===== src/rtl/fetch_unit.sv =====
`default_nettype none
// ============================================================================
// fetch_unit : PC generation, single-outstanding imem handshake, IF/ID register
// Revision   : 1.0
// ============================================================================

package fetch_pkg;
  typedef struct packed {
    logic stall;
    logic squash;
  } stage_ctrl_t;

  typedef enum logic [1:0] {
    PLUS_4    = 2'd0,
    BRANCH    = 2'd1,
    JUMP      = 2'd2,
    EXCEPTION = 2'd3
  } pc_src_e;
endpackage

module fetch_unit
  import fetch_pkg::*;
#(
  parameter logic [31:0] BOOT_ADDR = 32'h0000_0000
) (
  input  logic        clk_i,
  input  logic        rst_ni,
  input  stage_ctrl_t fetch_ctrl_i,
  input  pc_src_e     pc_src_i,
  input  logic [31:0] branch_target_i,
  output logic        imem_req_o,
  output logic [31:0] imem_addr_o,
  input  logic        imem_gnt_i,
  input  logic        imem_rvalid_i,
  input  logic [31:0] imem_rdata_i,
  output logic        hz_imem_gnt_o,
  output logic        hz_imem_rvalid_o,
  output logic        if_valid_o,
  output logic [31:0] if_pc_o,
  output logic [31:0] if_instr_o
);

  localparam logic [1:0]  S_REQ     = 2'd0;
  localparam logic [1:0]  S_WAIT    = 2'd1;
  localparam logic [1:0]  S_DISCARD = 2'd2;
  localparam logic [31:0] NOP_INSTR = 32'h0000_0013;
  localparam logic [31:0] WORD_MASK = 32'hFFFF_FFFC;

  logic [1:0]  state_q, state_d;
  logic [31:0] pc_q, pc_d;
  logic        hold_valid_q, hold_valid_d;
  logic [31:0] hold_data_q, hold_data_d;
  logic        if_valid_q, if_valid_d;
  logic [31:0] if_pc_q, if_pc_d;
  logic [31:0] if_instr_q, if_instr_d;

  logic in_req, in_wait;
  logic redirect, gnt_eff, accept, avail, advance;

  // State register
  always_ff @(posedge clk_i or negedge rst_ni) begin
    if (!rst_ni) begin
      state_q <= S_REQ;
    end else begin
      state_q <= state_d;
    end
  end

  // Next-state logic
  always_comb begin
    state_d = state_q;
    case (state_q)
      S_REQ: begin
        if (gnt_eff && !imem_rvalid_i) begin
          state_d = redirect ? S_DISCARD : S_WAIT;
        end
      end
      S_WAIT: begin
        if (imem_rvalid_i) begin
          state_d = S_REQ;
        end else if (redirect) begin
          state_d = S_DISCARD;
        end
      end
      S_DISCARD: begin
        if (imem_rvalid_i) begin
          state_d = S_REQ;
        end
      end
      default: state_d = S_REQ;
    endcase
  end

  // FSM outputs; a full hold buffer blocks new requests
  always_comb begin
    in_req     = (state_q == S_REQ);
    in_wait    = (state_q == S_WAIT);
    imem_req_o = in_req && !hold_valid_q && rst_ni;
  end

  // A grant only counts when we were actually requesting
  always_comb begin
    redirect = (pc_src_i != PLUS_4);
    gnt_eff  = imem_gnt_i && imem_req_o;
    accept   = (gnt_eff && imem_rvalid_i) || (in_wait && imem_rvalid_i);
    avail    = hold_valid_q || (accept && !redirect);
    advance  = avail && !fetch_ctrl_i.stall && !redirect;
  end

  always_comb begin
    pc_d         = pc_q;
    hold_valid_d = hold_valid_q;
    hold_data_d  = hold_data_q;
    if (redirect) begin
      pc_d         = branch_target_i & WORD_MASK;
      hold_valid_d = 1'b0;
    end else if (advance) begin
      pc_d         = pc_q + 32'd4;
      hold_valid_d = 1'b0;
    end else if (accept && fetch_ctrl_i.stall) begin
      hold_valid_d = 1'b1;
      hold_data_d  = imem_rdata_i;
    end
  end

  always_comb begin
    if_valid_d = 1'b0;
    if_pc_d    = if_pc_q;
    if_instr_d = if_instr_q;
    if (fetch_ctrl_i.squash) begin
      if_valid_d = 1'b0;
    end else if (fetch_ctrl_i.stall) begin
      if_valid_d = if_valid_q;
    end else if (advance) begin
      if_valid_d = 1'b1;
      if_pc_d    = pc_q;
      if_instr_d = hold_valid_q ? hold_data_q : imem_rdata_i;
    end
  end

  always_ff @(posedge clk_i or negedge rst_ni) begin
    if (!rst_ni) begin
      pc_q         <= BOOT_ADDR & WORD_MASK;
      hold_valid_q <= 1'b0;
      hold_data_q  <= 32'h0;
      if_valid_q   <= 1'b0;
      if_pc_q      <= 32'h0;
      if_instr_q   <= NOP_INSTR;
    end else begin
      pc_q         <= pc_d;
      hold_valid_q <= hold_valid_d;
      hold_data_q  <= hold_data_d;
      if_valid_q   <= if_valid_d;
      if_pc_q      <= if_pc_d;
      if_instr_q   <= if_instr_d;
    end
  end

  assign imem_addr_o      = pc_q;
  assign hz_imem_gnt_o    = avail;
  assign hz_imem_rvalid_o = avail;
  assign if_valid_o       = if_valid_q;
  assign if_pc_o          = if_pc_q;
  assign if_instr_o       = if_instr_q;

endmodule
`default_nettype wire


===== config.mk =====
export PLATFORM = sky130hd
export DESIGN_NAME = fetch_unit
export DESIGN_NICKNAME = d
export VERILOG_FILES = /design/src/rtl/fetch_unit.sv
export SDC_FILE = /design/constraint.sdc
export NUM_CORES = 1
export LEC_CHECK = 0
export ABC_AREA = 1
export CAP_MARGIN = 30
export CORE_MARGIN = 8
export CORE_UTILIZATION = 45
export CTS_CLUSTER_SIZE = 28
export DETAILED_ROUTE_END_ITERATION = 10
export DONT_BUFFER_PORTS = 1
export GPL_TIMING_DRIVEN = 0
export RECOVER_POWER = 25
export SLEW_MARGIN = 20
export SYNTH_ARGS = -nofsm -noshare
export SYNTH_HDL_FRONTEND = slang
export SYNTH_SLANG_ARGS = --single-unit

===== constraint.sdc =====
create_clock -name clk_i -period 1.8 [get_ports clk_i]
set_input_delay 0.18 -clock clk_i [delete_from_list [all_inputs] [get_ports clk_i]]
set_output_delay 0.18 -clock clk_i [all_outputs]
set_load 0.01 [all_outputs]

==> results.md <==
- Status: finished with violations
- Violations in the final reports: hold timing
- Antenna-violating nets left: 0
- Final core utilization: 0.5637
- Worst path top cell family by delay: simple AND/OR/NAND/NOR gates
- Antenna violations before repair: 0
- Min Tclk post-route: 1.738 ns
- CP max stage delay: 0.42 ns
- Crit. End Element: output pin
- Layout area overhead: 24.35%
- Vias: 5738
- Synth warn: 0
- Top_reg_cell synth: dfrtp_1
- Largest net degree at the start of global routing: 130
- Ant. Diodes: 0
- Clk root buf: clkbuf_16
- DRC Markers: 0
- Post-DP HPWL: 13.41 mm
- Hold WS: -0.5358 ns
- Layout cell share with drive strength beyond 1: 0.1087
- CP Cell Sequence: nor2_2 > nand4_4 > nand2_2 > nand2_1 > nand2_2 > buf_4
- Crit path DAT: 1.56 ns
- Die W: 136.1 um
- WP data required: 1.62 ns
- WL final: 18.98 mm
- Synth Area per Inst: 7.475 um2
- Post-CTS Hold Buffers: 67
- Htree depth: 4
- Vias per cell: 4.951
- Setup WS pre-CTS: -0.1339 ns
- Gate Count Post-Synth: 868
- Filler cell count: 1372
- Ys async rst share: 1.000
- Worst slew pin tran: 0.5561 ns
- Largest family of logic cells by synthesized area: simple AND/OR/NAND/NOR gates
- Pwr Density: 1118 nW/um2
- Final Instance Area: 8069 um2
- Worst skew pair latency: 0.42 ns
- Max-cap violations: 0
- Leak: 0.004009 uW
- Cts bufs inserted: 17
- Die ar.: 18520 um2
- Clock sink count: 128
- Total track usage: 0.2106
- DRT iter0 DRCs: 332
- Min-delay worst type: in2async
- Sequential area share after synthesis: 0.4942
- Crit Path Max Fanout: 4
- Fin crit share: 0.9658
- Worst Path Buf+Inv: 1
- Worst rel slew slack: 0.6293
- Initial core utilization: 0.4533
- Core area: 14310 um2
- Placer Congestion: 0.9290
- Crit Path Class: reg2out
- Distinct cells, synth: 34
- First drt pass iteration count: 5
- Final count of hold timing violations: 128
- Final nets: 1035
- Vias in the first global route: 5616
- Unrepaired setup endpoints after global routing: yes
- Routed length per instance: 16.38 um
- Mux share of post-synthesis cell area: 0
- Total grt overflow: 0
- CP dominant cell by count: nand2_2
- First-pass GRT wire length: 30.50 mm
- DIE HEIGHT: 136.1 um
- Port Buffer Count: 0
- Final setup viols: 0
- Post-Synth Simple-Gate Area: 0.3552
- Post-synth EDFFs: 0
- Setup TNS: 0 ns
- Adder-cell area share of the yosys netlist: 0.001928
- Floorplan row count: 44
- Startpoint Class: flip-flop
- Post-Route Skew: 0.009430 ns
- Flops & latches, synth: 128
- Slowest stage cell, crit path: dfrtp_1
- Clock slew at reported path FFs: 0.06 ns
- TritonCTS clock tree: done
- Highest Clock Rate: 575.2 MHz
- Peak VDD IR: 0.5970 mV
- Synth Area in Compound Gates: 0.05457
- Synthesized area: 6489 um2
- Clk buf depth: 2
- Fin. max-slew vios: 0
- IO Count: 172
- Synth Area in XOR/XNOR: 0.01890
- Area after DPL: 6730 um2
- Setup ws final: 0.06161 ns
==> metrics by stage <==
step,std cells,total power (uW)
after floorplan,871,5287
final,1159,9022
after global placement,1055,5647
after detailed placement,1055,5704
after CTS,1157,9078
after global routing,1159,9529
==> sequential cells by signal (all words and copies together) (netlist names) <==
name          flops
hold_data_q      32
hold_valid_q      1
if_pc_o          30
if_instr_o       32
imem_addr_o      30
if_valid_o        1
state_q           2
==> final cells by class <==
| type | count | area (um2) | share of cell area |
|---|---|---|---|
| clock inverters | 7 | 66.31 | 0.008218 |
| plain buffers | 44 | 284.0 | 0.03520 |
| well taps | 184 | 230.2 | 0.02853 |
| flip-flops and latches | 128 | 3223 | 0.3994 |
| clock buffers | 25 | 465.4 | 0.05768 |
| repair buffers | 72 | 708.2 | 0.08777 |
| multi-input cells | 642 | 2878 | 0.3566 |
| inverters | 57 | 214.0 | 0.02652 |
==> kinds of logic after synthesis <==
kind of cell    after synthesis
simple gates                553
flops                       128
buf+inv                     101
compound gates               70
xor+xnor                     14
fa+ha+maj                     1
other cells                   1
==> synthesized netlist by cell type, types with 2 or more instances <==
cell | number | share of area
nand2_1 | 412 | 0.24
dfrtp_1 | 125 | 0.48
nand3_1 | 76 | 0.059
inv_1 | 56 | 0.032
o21ai_0 | 54 | 0.042
nor2_1 | 45 | 0.026
buf_2 | 16 | 0.012
o21ai_1 | 13 | 0.010
xor2_1 | 10 | 0.013
buf_6 | 8 | 0.014
clkbuf_1 | 8 | 0.0046
buf_4 | 6 | 0.0069
buf_1 | 4 | 0.0023
nor2_2 | 4 | 0.0039
xnor2_1 | 4 | 0.0054
dfstp_2 | 3 | 0.012
nand3_4 | 3 | 0.0081
a21oi_1 | 2 | 0.0015
clkbuf_2 | 2 | 0.0015
nand2_2 | 2 | 0.0019
nor4_1 | 2 | 0.0019
==> cells in the final DEF (no fill, tap or decap), types with 2 or more instances in the layout <==
master	instances
nand4_4	2
a21oi_1	2
nand2_2	4
dfrtp_2	13
inv_1	56
nand2_1	410
buf_1	4
clkinv_2	4
clkbuf_16	17
clkbuf_1	14
nand3_2	2
nor2_4	3
nor2_1	40
buf_2	15
o21ai_0	54
nand3_4	3
xnor2_1	4
o21ai_1	13
clkbuf_2	2
nand3_1	75
xor2_1	10
conb_1	4
dfrtp_1	112
dfstp_2	3
buf_6	10
dlygate4sd3_1	67
buf_4	11
nor2_2	7
==> per-layer routing <==
| layer | vias up | track usage | share of wire |
|---|---|---|---|
| met1 | 2644 | 0.2751 | 0.44 |
| li1 | 2894 | - | - |
| met5 | - | 0 | 0 |
| met4 | 0 | 0.07871 | 0.019 |
| met3 | 23 | 0.05765 | 0.069 |
| met2 | 177 | 0.3274 | 0.47 |
==> where the power goes <==
part / switching (uW) / total (uW) / internal [uW] / leakage (uW)
Clock: 1220 / 3150 / 1930 / 0.000259
Sequential: 846 / 4510 / 3670 / 0.00163
Combinational: 718 / 1360 / 646 / 0.00212
Total: 2780 / 9020 / 6240 / 0.00401
==> final timing paths <==
check	startpoint	end	slack (ns)	cells past startpoint
worst min-delay path	rst_ni	if_pc_o[7]$_DFFE_PN0P_	-0.54	0
worst max register to register	imem_addr_o[4]$_DFFE_PN0P_	imem_addr_o[27]$_DFFE_PN0P_	0.08	9
worst max-delay path	hold_valid_q$_DFFE_PN0P_	hz_imem_rvalid_o	0.06	6
worst min register to register	hold_data_q[17]$_DFFE_PN0P_	hold_data_q[17]$_DFFE_PN0P_	0.49	2
min in group clk_i	imem_rvalid_i	state_q[0]$_DFFE_PN0P_	0.03	2
max in group asynchronous	rst_ni	if_instr_o[1]$_DFFE_PN1P_	2.03	0
==> what timing repair did <==
action,in CTS,in global routing
setup buffers,3,2
endpoints found under the hold margin,207,128
gates resized for setup,11,26
cloned,0,0
pin swaps,3,1
endpoints found under the setup margin,10,17
Power figures use the tool's default switching activity.
